===== config.mk =====
export PLATFORM = sky130hd
export DESIGN_NAME = uart_tx_buffered_flat
export DESIGN_NICKNAME = d
export VERILOG_FILES = /design/src/rtl/uart_tx_buffered_if.sv /design/src/rtl/uart_tx_buffered.sv /design/src/flat_wrapper.sv
export SDC_FILE = /design/constraint.sdc
export NUM_CORES = 1
export LEC_CHECK = 0
export CAP_MARGIN = 30
export CELL_PAD_IN_SITES_DETAIL_PLACEMENT = 1
export CELL_PAD_IN_SITES_GLOBAL_PLACEMENT = 1
export CORE_ASPECT_RATIO = 0.9
export CORE_UTILIZATION = 30
export CTS_BUF_LIST = sky130_fd_sc_hd__clkbuf_4 sky130_fd_sc_hd__clkbuf_8
export DETAILED_ROUTE_END_ITERATION = 8
export PLACE_DENSITY_LB_ADDON = 0.1
export SYNTH_ARGS = -nofsm -noshare
export SYNTH_HDL_FRONTEND = slang
export SYNTH_SLANG_ARGS = --single-unit

===== constraint.sdc =====
create_clock -name clk -period 5.99 [get_ports clk]
set_input_delay 1.198 -clock clk [delete_from_list [all_inputs] [get_ports clk]]
set_output_delay 1.198 -clock clk [all_outputs]
set_load 0.03 [all_outputs]

===== src/rtl/uart_tx_buffered_if.sv =====
// uart_tx_buffered_if: byte-write port, transmit enable, serial line and status
// flags of the buffered UART transmitter.
// master = the logic feeding bytes in; slave = the transmitter itself.
`timescale 1ns/1ps

interface uart_tx_buffered_if;
    logic       en;               // transmit enable
    logic       tx_write;         // one-cycle write strobe
    logic [7:0] tx_send_data;     // byte captured when tx_write=1
    logic       tx_pin_out;       // serial line, idle high
    logic       tx_buf_not_full;  // FIFO can take another byte
    logic       tx_buf_empty;     // FIFO holds no bytes
    logic       tx_busy;          // a frame is on the line
    logic       tx_overflow;      // sticky: a write hit a full FIFO

    modport master (
        output en,
        output tx_write,
        output tx_send_data,
        input  tx_pin_out,
        input  tx_buf_not_full,
        input  tx_buf_empty,
        input  tx_busy,
        input  tx_overflow
    );

    modport slave (
        input  en,
        input  tx_write,
        input  tx_send_data,
        output tx_pin_out,
        output tx_buf_not_full,
        output tx_buf_empty,
        output tx_busy,
        output tx_overflow
    );
endinterface


===== src/rtl/uart_tx_buffered.sv =====
// uart_tx_buffered: buffered 8N1 UART transmitter.
// Bytes are pushed into a 2**FIFO_AW deep FIFO by a single-cycle strobe and
// sent LSB-first at CLK_FREQ/BAUD clocks per bit. Queued bytes are sent
// back-to-back: the end of a stop bit pops the next byte straight into START.
// The serial pin is a register that follows the FSM's line value one cycle
// later, so a write at edge N shows a start bit after edge N+2.
// Optional feature: define UART_TX_PARITY_EN to insert an even-parity bit
// between the data bits and the stop bit (11 bit periods per frame).
`timescale 1ns/1ps

module uart_tx_buffered #(
    parameter int CLK_FREQ = 100000000,
    parameter int BAUD     = 9600,
    parameter int FIFO_AW  = 4
) (
    input  logic               clk,
    input  logic               rst_n,
    uart_tx_buffered_if.slave  bus
);

    // Bit period in clocks; must be at least 2.
    localparam int DIV   = CLK_FREQ / BAUD;
    localparam int CNT_W = (DIV > 1) ? $clog2(DIV) : 1;
    localparam logic [CNT_W-1:0] BAUD_LAST = CNT_W'(DIV - 1);
    localparam int DEPTH = 1 << FIFO_AW;
    localparam logic [FIFO_AW:0] COUNT_FULL = (FIFO_AW + 1)'(DEPTH);

`ifdef UART_TX_PARITY_EN
    typedef enum logic [2:0] {
        S_IDLE   = 3'd0,
        S_START  = 3'd1,
        S_DATA   = 3'd2,
        S_PARITY = 3'd3,
        S_STOP   = 3'd4
    } state_t;
`else
    typedef enum logic [2:0] {
        S_IDLE   = 3'd0,
        S_START  = 3'd1,
        S_DATA   = 3'd2,
        S_STOP   = 3'd4
    } state_t;
`endif

    // ------------------------------------------------------------------
    // FIFO storage and bookkeeping
    // ------------------------------------------------------------------
    logic [7:0]         r_mem [DEPTH];
    logic [FIFO_AW-1:0] r_wptr;
    logic [FIFO_AW-1:0] r_rptr;
    logic [FIFO_AW:0]   r_count;
    logic               r_overflow;

    logic               w_full;
    logic               w_empty;
    logic               w_wr_accept;
    logic               w_pop;

    // ------------------------------------------------------------------
    // Serialiser state
    // ------------------------------------------------------------------
    state_t             r_state;
    state_t             w_state_next;
    logic [CNT_W-1:0]   r_baud_cnt;
    logic [CNT_W-1:0]   w_baud_next;
    logic [2:0]         r_bit_idx;
    logic [2:0]         w_bit_next;
    logic [7:0]         r_shift;
    logic [7:0]         w_shift_next;
    logic               r_tx_pin;
    logic               w_line;
    logic               w_baud_end;
    logic               w_can_pop;
`ifdef UART_TX_PARITY_EN
    logic               r_parity;
`endif

    // Full/empty come from the registered count only, so a write in the same
    // cycle as a pop from a full FIFO is still refused.
    assign w_full      = (r_count == COUNT_FULL);
    assign w_empty     = (r_count == '0);
    assign w_wr_accept = bus.tx_write && !w_full;
    assign w_baud_end  = (r_baud_cnt == BAUD_LAST);
    assign w_can_pop   = bus.en && !w_empty;

    // Byte storage: written on an accepted strobe; no reset needed because the
    // pointers and count define which entries are live.
    always_ff @(posedge clk) begin
        if (w_wr_accept) begin
            r_mem[r_wptr] <= bus.tx_send_data;
        end
    end

    // FIFO pointers, occupancy count and the sticky overflow flag.
    always_ff @(posedge clk or negedge rst_n) begin
        if (!rst_n) begin
            r_wptr     <= '0;
            r_rptr     <= '0;
            r_count    <= '0;
            r_overflow <= 1'b0;
        end else begin
            if (w_wr_accept) begin
                r_wptr <= r_wptr + FIFO_AW'(1);
            end
            if (w_pop) begin
                r_rptr <= r_rptr + FIFO_AW'(1);
            end
            case ({w_wr_accept, w_pop})
                2'b10:   r_count <= r_count + (FIFO_AW + 1)'(1);
                2'b01:   r_count <= r_count - (FIFO_AW + 1)'(1);
                default: r_count <= r_count;
            endcase
            if (bus.tx_write && w_full) begin
                r_overflow <= 1'b1;
            end
        end
    end

    // Serialiser registers; a pop loads the head byte straight from the array
    // into the shift register (registered read of the storage).
    always_ff @(posedge clk or negedge rst_n) begin
        if (!rst_n) begin
            r_state    <= S_IDLE;
            r_baud_cnt <= '0;
            r_bit_idx  <= '0;
            r_shift    <= '0;
            r_tx_pin   <= 1'b1;
`ifdef UART_TX_PARITY_EN
            r_parity   <= 1'b0;
`endif
        end else begin
            r_state    <= w_state_next;
            r_baud_cnt <= w_baud_next;
            r_bit_idx  <= w_bit_next;
            r_tx_pin   <= w_line;
            if (w_pop) begin
                r_shift <= r_mem[r_rptr];
`ifdef UART_TX_PARITY_EN
                r_parity <= ^r_mem[r_rptr];
`endif
            end else begin
                r_shift <= w_shift_next;
            end
        end
    end

    // Next-state, baud/bit counting and line value for the current state.
    always_comb begin
        w_state_next = r_state;
        w_baud_next  = r_baud_cnt;
        w_bit_next   = r_bit_idx;
        w_shift_next = r_shift;
        w_pop        = 1'b0;
        w_line       = 1'b1;

        case (r_state)
            S_IDLE: begin
                w_line = 1'b1;
                if (w_can_pop) begin
                    w_pop        = 1'b1;
                    w_state_next = S_START;
                    w_baud_next  = '0;
                end
            end

            S_START: begin
                w_line = 1'b0;
                if (w_baud_end) begin
                    w_state_next = S_DATA;
                    w_baud_next  = '0;
                    w_bit_next   = '0;
                end else begin
                    w_baud_next = r_baud_cnt + CNT_W'(1);
                end
            end

            S_DATA: begin
                w_line = r_shift[0];
                if (w_baud_end) begin
                    w_baud_next  = '0;
                    w_shift_next = {1'b0, r_shift[7:1]};
                    if (r_bit_idx == 3'd7) begin
`ifdef UART_TX_PARITY_EN
                        w_state_next = S_PARITY;
`else
                        w_state_next = S_STOP;
`endif
                    end else begin
                        w_bit_next = r_bit_idx + 3'd1;
                    end
                end else begin
                    w_baud_next = r_baud_cnt + CNT_W'(1);
                end
            end

`ifdef UART_TX_PARITY_EN
            S_PARITY: begin
                w_line = r_parity;
                if (w_baud_end) begin
                    w_state_next = S_STOP;
                    w_baud_next  = '0;
                end else begin
                    w_baud_next = r_baud_cnt + CNT_W'(1);
                end
            end
`endif

            S_STOP: begin
                w_line = 1'b1;
                if (w_baud_end) begin
                    w_baud_next = '0;
                    // Chain straight into the next frame when more bytes wait.
                    if (w_can_pop) begin
                        w_pop        = 1'b1;
                        w_state_next = S_START;
                    end else begin
                        w_state_next = S_IDLE;
                    end
                end else begin
                    w_baud_next = r_baud_cnt + CNT_W'(1);
                end
            end

            default: begin
                w_state_next = S_IDLE;
                w_baud_next  = '0;
            end
        endcase
    end

    assign bus.tx_pin_out      = r_tx_pin;
    assign bus.tx_buf_not_full = (r_count < COUNT_FULL);
    assign bus.tx_buf_empty    = w_empty;
    assign bus.tx_busy         = (r_state != S_IDLE);
    assign bus.tx_overflow     = r_overflow;

endmodule


===== src/flat_wrapper.sv =====
// flat-port wrapper written by rule: the top's interface ports become plain ports
module uart_tx_buffered_flat 
#(
    parameter int CLK_FREQ = 100000000,
    parameter int BAUD     = 9600,
    parameter int FIFO_AW  = 4
)
  (clk, rst_n, bus_en, bus_tx_write, bus_tx_send_data, bus_tx_pin_out, bus_tx_buf_not_full, bus_tx_buf_empty, bus_tx_busy, bus_tx_overflow);
  uart_tx_buffered_if bus_i ();
  input  logic clk;
  input  logic rst_n;
  input wire logic [$bits(bus_i.en)-1:0] bus_en;
  input wire logic [$bits(bus_i.tx_write)-1:0] bus_tx_write;
  input wire logic [$bits(bus_i.tx_send_data)-1:0] bus_tx_send_data;
  output wire logic [$bits(bus_i.tx_pin_out)-1:0] bus_tx_pin_out;
  output wire logic [$bits(bus_i.tx_buf_not_full)-1:0] bus_tx_buf_not_full;
  output wire logic [$bits(bus_i.tx_buf_empty)-1:0] bus_tx_buf_empty;
  output wire logic [$bits(bus_i.tx_busy)-1:0] bus_tx_busy;
  output wire logic [$bits(bus_i.tx_overflow)-1:0] bus_tx_overflow;
  assign bus_i.en = bus_en;
  assign bus_i.tx_write = bus_tx_write;
  assign bus_i.tx_send_data = bus_tx_send_data;
  assign bus_tx_pin_out = bus_i.tx_pin_out;
  assign bus_tx_buf_not_full = bus_i.tx_buf_not_full;
  assign bus_tx_buf_empty = bus_i.tx_buf_empty;
  assign bus_tx_busy = bus_i.tx_busy;
  assign bus_tx_overflow = bus_i.tx_overflow;
  uart_tx_buffered #(.CLK_FREQ(CLK_FREQ), .BAUD(BAUD), .FIFO_AW(FIFO_AW)) u_core (.clk(clk), .rst_n(rst_n), .bus(bus_i));
endmodule

# After elaboration in Yosys (flattened, before gate mapping)
# Memories as Yosys holds them, arrays and structs flattened.
# Cells that the tools add are included.
[totals]
ramBits = 128
output_inout_bits = 5
regBits = 43
wordCells = 71
memories = 1
input_bits = 12
[classes]
add_sub_neg = 6
reduce_logical = 16
n_lt_le_gt_ge = 1
eq_ne = 14
n_mux = 24
[mem_list]
columns = ["name", "depth", "word_bits", "rd", "rd_ports_with_merged_regs", "wr", "line_no", "text"]
rows = [
  ["u_core.r_mem", 16, 8, 1, 0, 1, "uart_tx_buffered.sv:48", "logic [7:0] r_mem [DEPTH];"],
]
[op_table]
columns = ["operator", "n"]
rows = [
  ["$mux 14", 2],
  ["$pmux 14 s2", 1],
  ["$mux 3", 8],
  ["$mux 8", 3],
  ["$add 14x1->14 const B", 1],
  ["$eq 14x14->1 const B", 1],
  ["$pmux 3 s4", 1],
  ["$ne 2x1->1 const B", 5],
  ["$pmux 5 s2", 1],
  ["$add 4x1->4 const B", 2],
  ["$reduce_bool 2->1", 4],
  ["$eq 3x3->1 const B", 2],
  ["$pmux 3 s2", 1],
  ["$add 5x1->5 const B", 1],
  ["$eq 5x5->1 const B", 1],
  ["$logic_not 5->1", 1],
  ["$lt 5x5->1 const B", 1],
  ["$mux 1", 5],
  ["$reduce_and 5->1", 1],
  ["$sub 5x1->5 const B", 1],
  ["$pmux 1 s2", 2],
  ["$reduce_and 4->1", 1],
  ["$add 3x1->3 const B", 1],
  ["$eq 3x1->1 const B", 1],
  ["other kinds (10)", 13],
]

# Longest topological paths before layout
[depth]
word_depth = 8
depth_mapped = 15
mapped_depth_nobuf = 12

# Least setup slack after synthesis
# Ideal clock, no wire load.
[synth_timing]
path_kind = "input to register"
from = "in bus_tx_write"
to = "reg u_core.r_count[4]"
setup_slack_ns = 2.625
n_path_buf = 1
t_arrival_ns = 3.233
cell_stages = 9
required_ns = 5.858
path_cell_list = "a21boi_1 -> inv_1 -> ha_1 -> clkbuf_1 -> xor2_1 -> ha_1 -> a2111oi_0 -> a211oi_2 -> xnor2_1"
[synth_via]
elab_chain_len = 3
word_cells_on_any_way = 5
cone_classes = "2 x eq/ne; 1 x mux; 2 x reduce/logical"
[synth_rtl]
columns = ["item", "line_no", "text"]
rows = [
  ["start, declared", "flat_wrapper.sv:13", "input wire logic [$bits(bus_i.tx_write)-1:0] bus_tx_write;"],
  ["$logic_and 1x1->1 (*)", "uart_tx_buffered.sv:82", "assign w_wr_accept = bus.tx_write && !w_full;"],
  ["$eq 2x1->1 / $eq 2x2->1 (equally long branches)", "uart_tx_buffered.sv:108", "case ({w_wr_accept, w_pop})"],
  ["$pmux 5 s2 / $reduce_bool 2->1 (equally long branches)", "--", ""],
  ["end signal, assigned", "uart_tx_buffered.sv:109", "2'b10: r_count <= r_count + (FIFO_AW + 1)'(1);"],
  ["end signal, assigned", "uart_tx_buffered.sv:110", "2'b01: r_count <= r_count - (FIFO_AW + 1)'(1);"],
  ["end signal, assigned", "uart_tx_buffered.sv:111", "default: r_count <= r_count;"],
  ["end, declared", "uart_tx_buffered.sv:51", "logic [FIFO_AW:0] r_count;"],
]
# Mark *: on every way between the ends. The rest lies on a longest branch, timed or not.
# A chain may end at the register's enable or synchronous reset.

# Worst setup path after layout
[layout_timing]
from = "reg u_core.r_state[1]"
to = "out bus_tx_busy"
[layout_via]
elab_chain_len = 1
[layout_rtl]
columns = ["item", "line_no", "text"]
rows = [
  ["start, declared", "uart_tx_buffered.sv:62", "state_t r_state;"],
  ["start signal, assigned", "uart_tx_buffered.sv:132", "r_state <= w_state_next;"],
  ["$reduce_bool 3->1", "uart_tx_buffered.sv:234", "assign bus.tx_busy = (r_state != S_IDLE);"],
  ["end, declared", "flat_wrapper.sv:18", "output wire logic [$bits(bus_i.tx_busy)-1:0] bus_tx_busy;"],
]
# Every way passes these cells.

==> flow_metrics.env <==
export IMPL_outcome="finished clean"
export IMPL_hold_class="reg -> reg"
export IMPL_clkLatencyLatePin_ps=460
export IMPL_cp_data_required_time_ps=4790
export IMPL_syn_cell_area_um2=7410
export IMPL_diodes=0
export IMPL_netSwitchingFraction_pct=35.3
export IMPL_wl_met3_um=368
export IMPL_core_um2=24300
export IMPL_die_x_um=168
export IMPL_p_int_mw=2.37
export IMPL_htree_levels=4
export IMPL_p_per_area_nw_per_um2=435
export IMPL_synth_simple_area_share_pct=7.34
export IMPL_yosys_warnings=0
export IMPL_switching_power_mw=1.29
export IMPL_cp_cell_sequence="or2_2 > nor2_1 > inv_1 > clkdlybuf4s50_1"
export IMPL_syn_nets=474
export IMPL_setup_tns_ps=0
export IMPL_reg2reg_from="u_core.r_count[1]"
export IMPL_synth_cell_types=60
export IMPL_seq_area_frac_synth_pct=66.4
export IMPL_hpwlAfterDp_mm=11.1
export IMPL_ys_seq_elements=171
export IMPL_hold_violations=0
export IMPL_cp_slowest_stage_delay_ps=680
export IMPL_synth_compound_area_share_pct=5.57
export IMPL_synthTopCellsByArea="edfxtp_1 52%, dfrtp_1 14%, mux4_2 9.1%, mux4_1 2.1%, xnor2_1 1.9%"
export IMPL_setup_viol=0
export IMPL_synth_edff_count=128
export IMPL_multiInputGateArea_um2=2310
export IMPL_grt_start_max_net_pins=32
export IMPL_crit_fanout=13
export IMPL_crit_path_top_delay_cell="nor2_1"
export IMPL_min_from="u_core.bus.tx_overflow"
export IMPL_wl_met1_mm=8.31
export IMPL_holdBufCountCts=0
export IMPL_area_growth_pct=13.4
export IMPL_clk_root_buffer_cell="clkbuf_8"
export IMPL_fp_row_count=54
export IMPL_maxCapViolations=0
export IMPL_cts_buffer_depth=2
export IMPL_synth_top_cell_by_area="edfxtp_1"
export IMPL_cp_top_family="simple AND/OR/NAND/NOR gates"
export IMPL_fmax_ghz=0.256
export IMPL_rsz0062_at_grt="false"
export IMPL_start_util_pct=30.6
export IMPL_r2r_setup_slack_ps=2560
export IMPL_synthCells=451
export IMPL_first_iter_violations=310
export IMPL_synth_xor_area_share_pct=2.25
export IMPL_antenna_found_initial=0
export IMPL_grt_util_all_layers_pct=14.6
export IMPL_synth_top_area_share_pct=51.9
export IMPL_clock_power_share_pct=23.2
export IMPL_power_frac_seq_pct=46.2
export IMPL_route_met2_wl_mm=8.55
export IMPL_path_buf_inv=2
export IMPL_critPathArrivalTime_ps=2710
export IMPL_skew_ps=22.9
export IMPL_die_area_um2=25300
export IMPL_synth_mux_area_share_pct=14.1
export IMPL_seq_area_um2=4920
export IMPL_nNetsFinal=504
export IMPL_synth_adder_area_share_pct=1.86
export IMPL_port_buffers=16
export IMPL_cts_tree="built"
export IMPL_rr_worst_depth=9
export IMPL_fin_crit_ps=3900
export IMPL_p_comb_share_pct=30.6
export IMPL_fillers=2445
export IMPL_cts_buffers=17
export IMPL_min_to="u_core.bus.tx_overflow"
export IMPL_tightest_slew_ps=892
export IMPL_ir_drop_uv=142
export IMPL_path_class="reg -> out"
export IMPL_wirelength_mm=17.4
export IMPL_r2r_end="u_core.r_count[4]"
export IMPL_post_cts_setup_buffer_count=0
export IMPL_cts_resized=0
export IMPL_gp_congestion=0.737
export IMPL_max_slew_margin_pct=40.3
export IMPL_fin_crit_sh_pct=65.2
export IMPL_drive_gt1_share_pct=21.5
export IMPL_highest_layer="met4"
export IMPL_ant_nets=0
export IMPL_p_leak_nw=2.93
export IMPL_finalMaxSlewViolations=0
export IMPL_dr_pass1_iters=4
export IMPL_grt_pass1_vias=4206
export IMPL_num_vias=3984
export IMPL_setup_worst_path_start_class="register"
export IMPL_synth_avg_cell_area_um2=16.4
export IMPL_drc=0
export IMPL_numPlacedInstances=769
export IMPL_grt_pass1_wl_mm=26.5
export IMPL_pin_count=17
export IMPL_wl_per_cell_um=21.7
export IMPL_hold_slack_ps=489
export IMPL_synth_top_family_by_area="multiplexers"
export IMPL_layoutNonFillerInstCount=802
export IMPL_clk_pin_slew_worst_paths_ps=120
export IMPL_viasPerCell=4.97
export IMPL_clock_sink_count=171
export IMPL_async_reset_ff_share_pct=25.1
export IMPL_holdPathStages=1
export IMPL_endpoint_kind="output pin"
export IMPL_dieHeight_um=151
export IMPL_grt_overflow_total=0
export IMPL_synthFlopType="edfxtp_1"
cells in the final DEF, fill, tap and decap left out, types with 5 or more instances in the layout:
master / instances
a211oi_1: 5
a21oi_1: 7
buf_4: 15
clkbuf_8: 17
clkdlybuf4s50_1: 15
dfrtp_1: 40
edfxtp_1: 128
ha_1: 11
inv_1: 11
inv_8: 6
mux2_2: 8
mux2i_1: 11
mux4_1: 6
mux4_2: 30
nand2_1: 23
nand2b_1: 6
nand3_1: 9
nand4_1: 5
nor2_1: 31
nor3_1: 5
o211ai_1: 5
o21ai_1: 9
xnor2_1: 16
per-stage QoR:
| step | util, % | instance area, µm² | power (mW) | setup WS [ps] |
|---|---|---|---|---|
| 4_1_cts | 34.6 | 8400 | 3.72 | 2060 |
| 5_1_grt | 34.7 | 8410 | 3.87 | 1890 |
| 2_1_floorplan | - | 7410 | 2.49 | 2630 |
| 3_3_place_gp | 32.6 | 7920 | 2.82 | 1880 |
| 3_5_place_dp | 32.9 | 7990 | 2.87 | 1850 |
| 6_report | 34.7 | 8410 | 3.66 | 2090 |
kinds of logic after synthesis:
group / after synthesis
muxes: 56
buffers and inverters: 35
AOI/OAI and AO/OA: 56
DFF: 171
xor gates and xnor gates: 19
and+or+nand+nor: 103
adders and majority gates: 11
area by class of cell:
type / instances / area share [%]
flip-flops and latches: 171 / 58.6
clock buffers: 17 / 2.78
repair buffers: 35 / 4.02
clock inverters: 15 / 2.13
multi-input cells: 245 / 27.4
inverters: 11 / 0.491
well taps: 308 / 4.58
worst max path at each step:
stage               cells past startpoint           endpoint               from  slack [ps]
floorplan                               9  u_core.r_count[4]       bus_tx_write        2630
CTS                                     4        bus_tx_busy  u_core.r_state[1]        2060
global placement                        9  u_core.r_count[4]       bus_tx_write        1880
finish                                  4        bus_tx_busy  u_core.r_state[1]        2090
global route                            4        bus_tx_busy  u_core.r_state[1]        1890
detailed placement                      9  u_core.r_count[4]       bus_tx_write        1850
synth_stat cells, types with 5 or more instances:
library cell,instances
edfxtp_1,128
dfrtp_1,42
nor2_1,31
mux4_2,30
nand2_1,23
xnor2_1,16
ha_1,11
inv_1,11
mux2i_1,11
buf_2,9
nand3_1,9
o21ai_1,9
clkbuf_1,8
mux2_2,8
a21oi_1,7
mux4_1,6
nand2b_1,6
a211oi_1,5
nand4_1,5
nor3_1,5
o211ai_1,5
flip-flops by register name, summed over array words and instances, names as in the netlist, 3 cells and up:
register	count
u_core.r_baud_cnt	14
u_core.r_bit_idx	3
u_core.r_count	5
u_core.r_mem	128
u_core.r_rptr	4
u_core.r_shift	8
u_core.r_state	3
u_core.r_wptr	4
power groups by stage:
stage	logic [mW]	registers, mW	clock network [mW]
2_1_floorplan	0.930	1.56	0
5_1_grt	1.23	1.72	0.917
3_5_place_dp	1.15	1.72	0
4_1_cts	1.15	1.70	0.876
3_3_place_gp	1.09	1.73	0
6_report	1.12	1.69	0.849
routing by layer:
metal  vias up  global-route usage (%)
met3         8                    2.90
li1       1825                       -
met4         0                    3.94
met5         -                       0
met1      2112                    19.5
met2        39                    24.3
No activity file was read; power rests on OpenSTA's default activity.
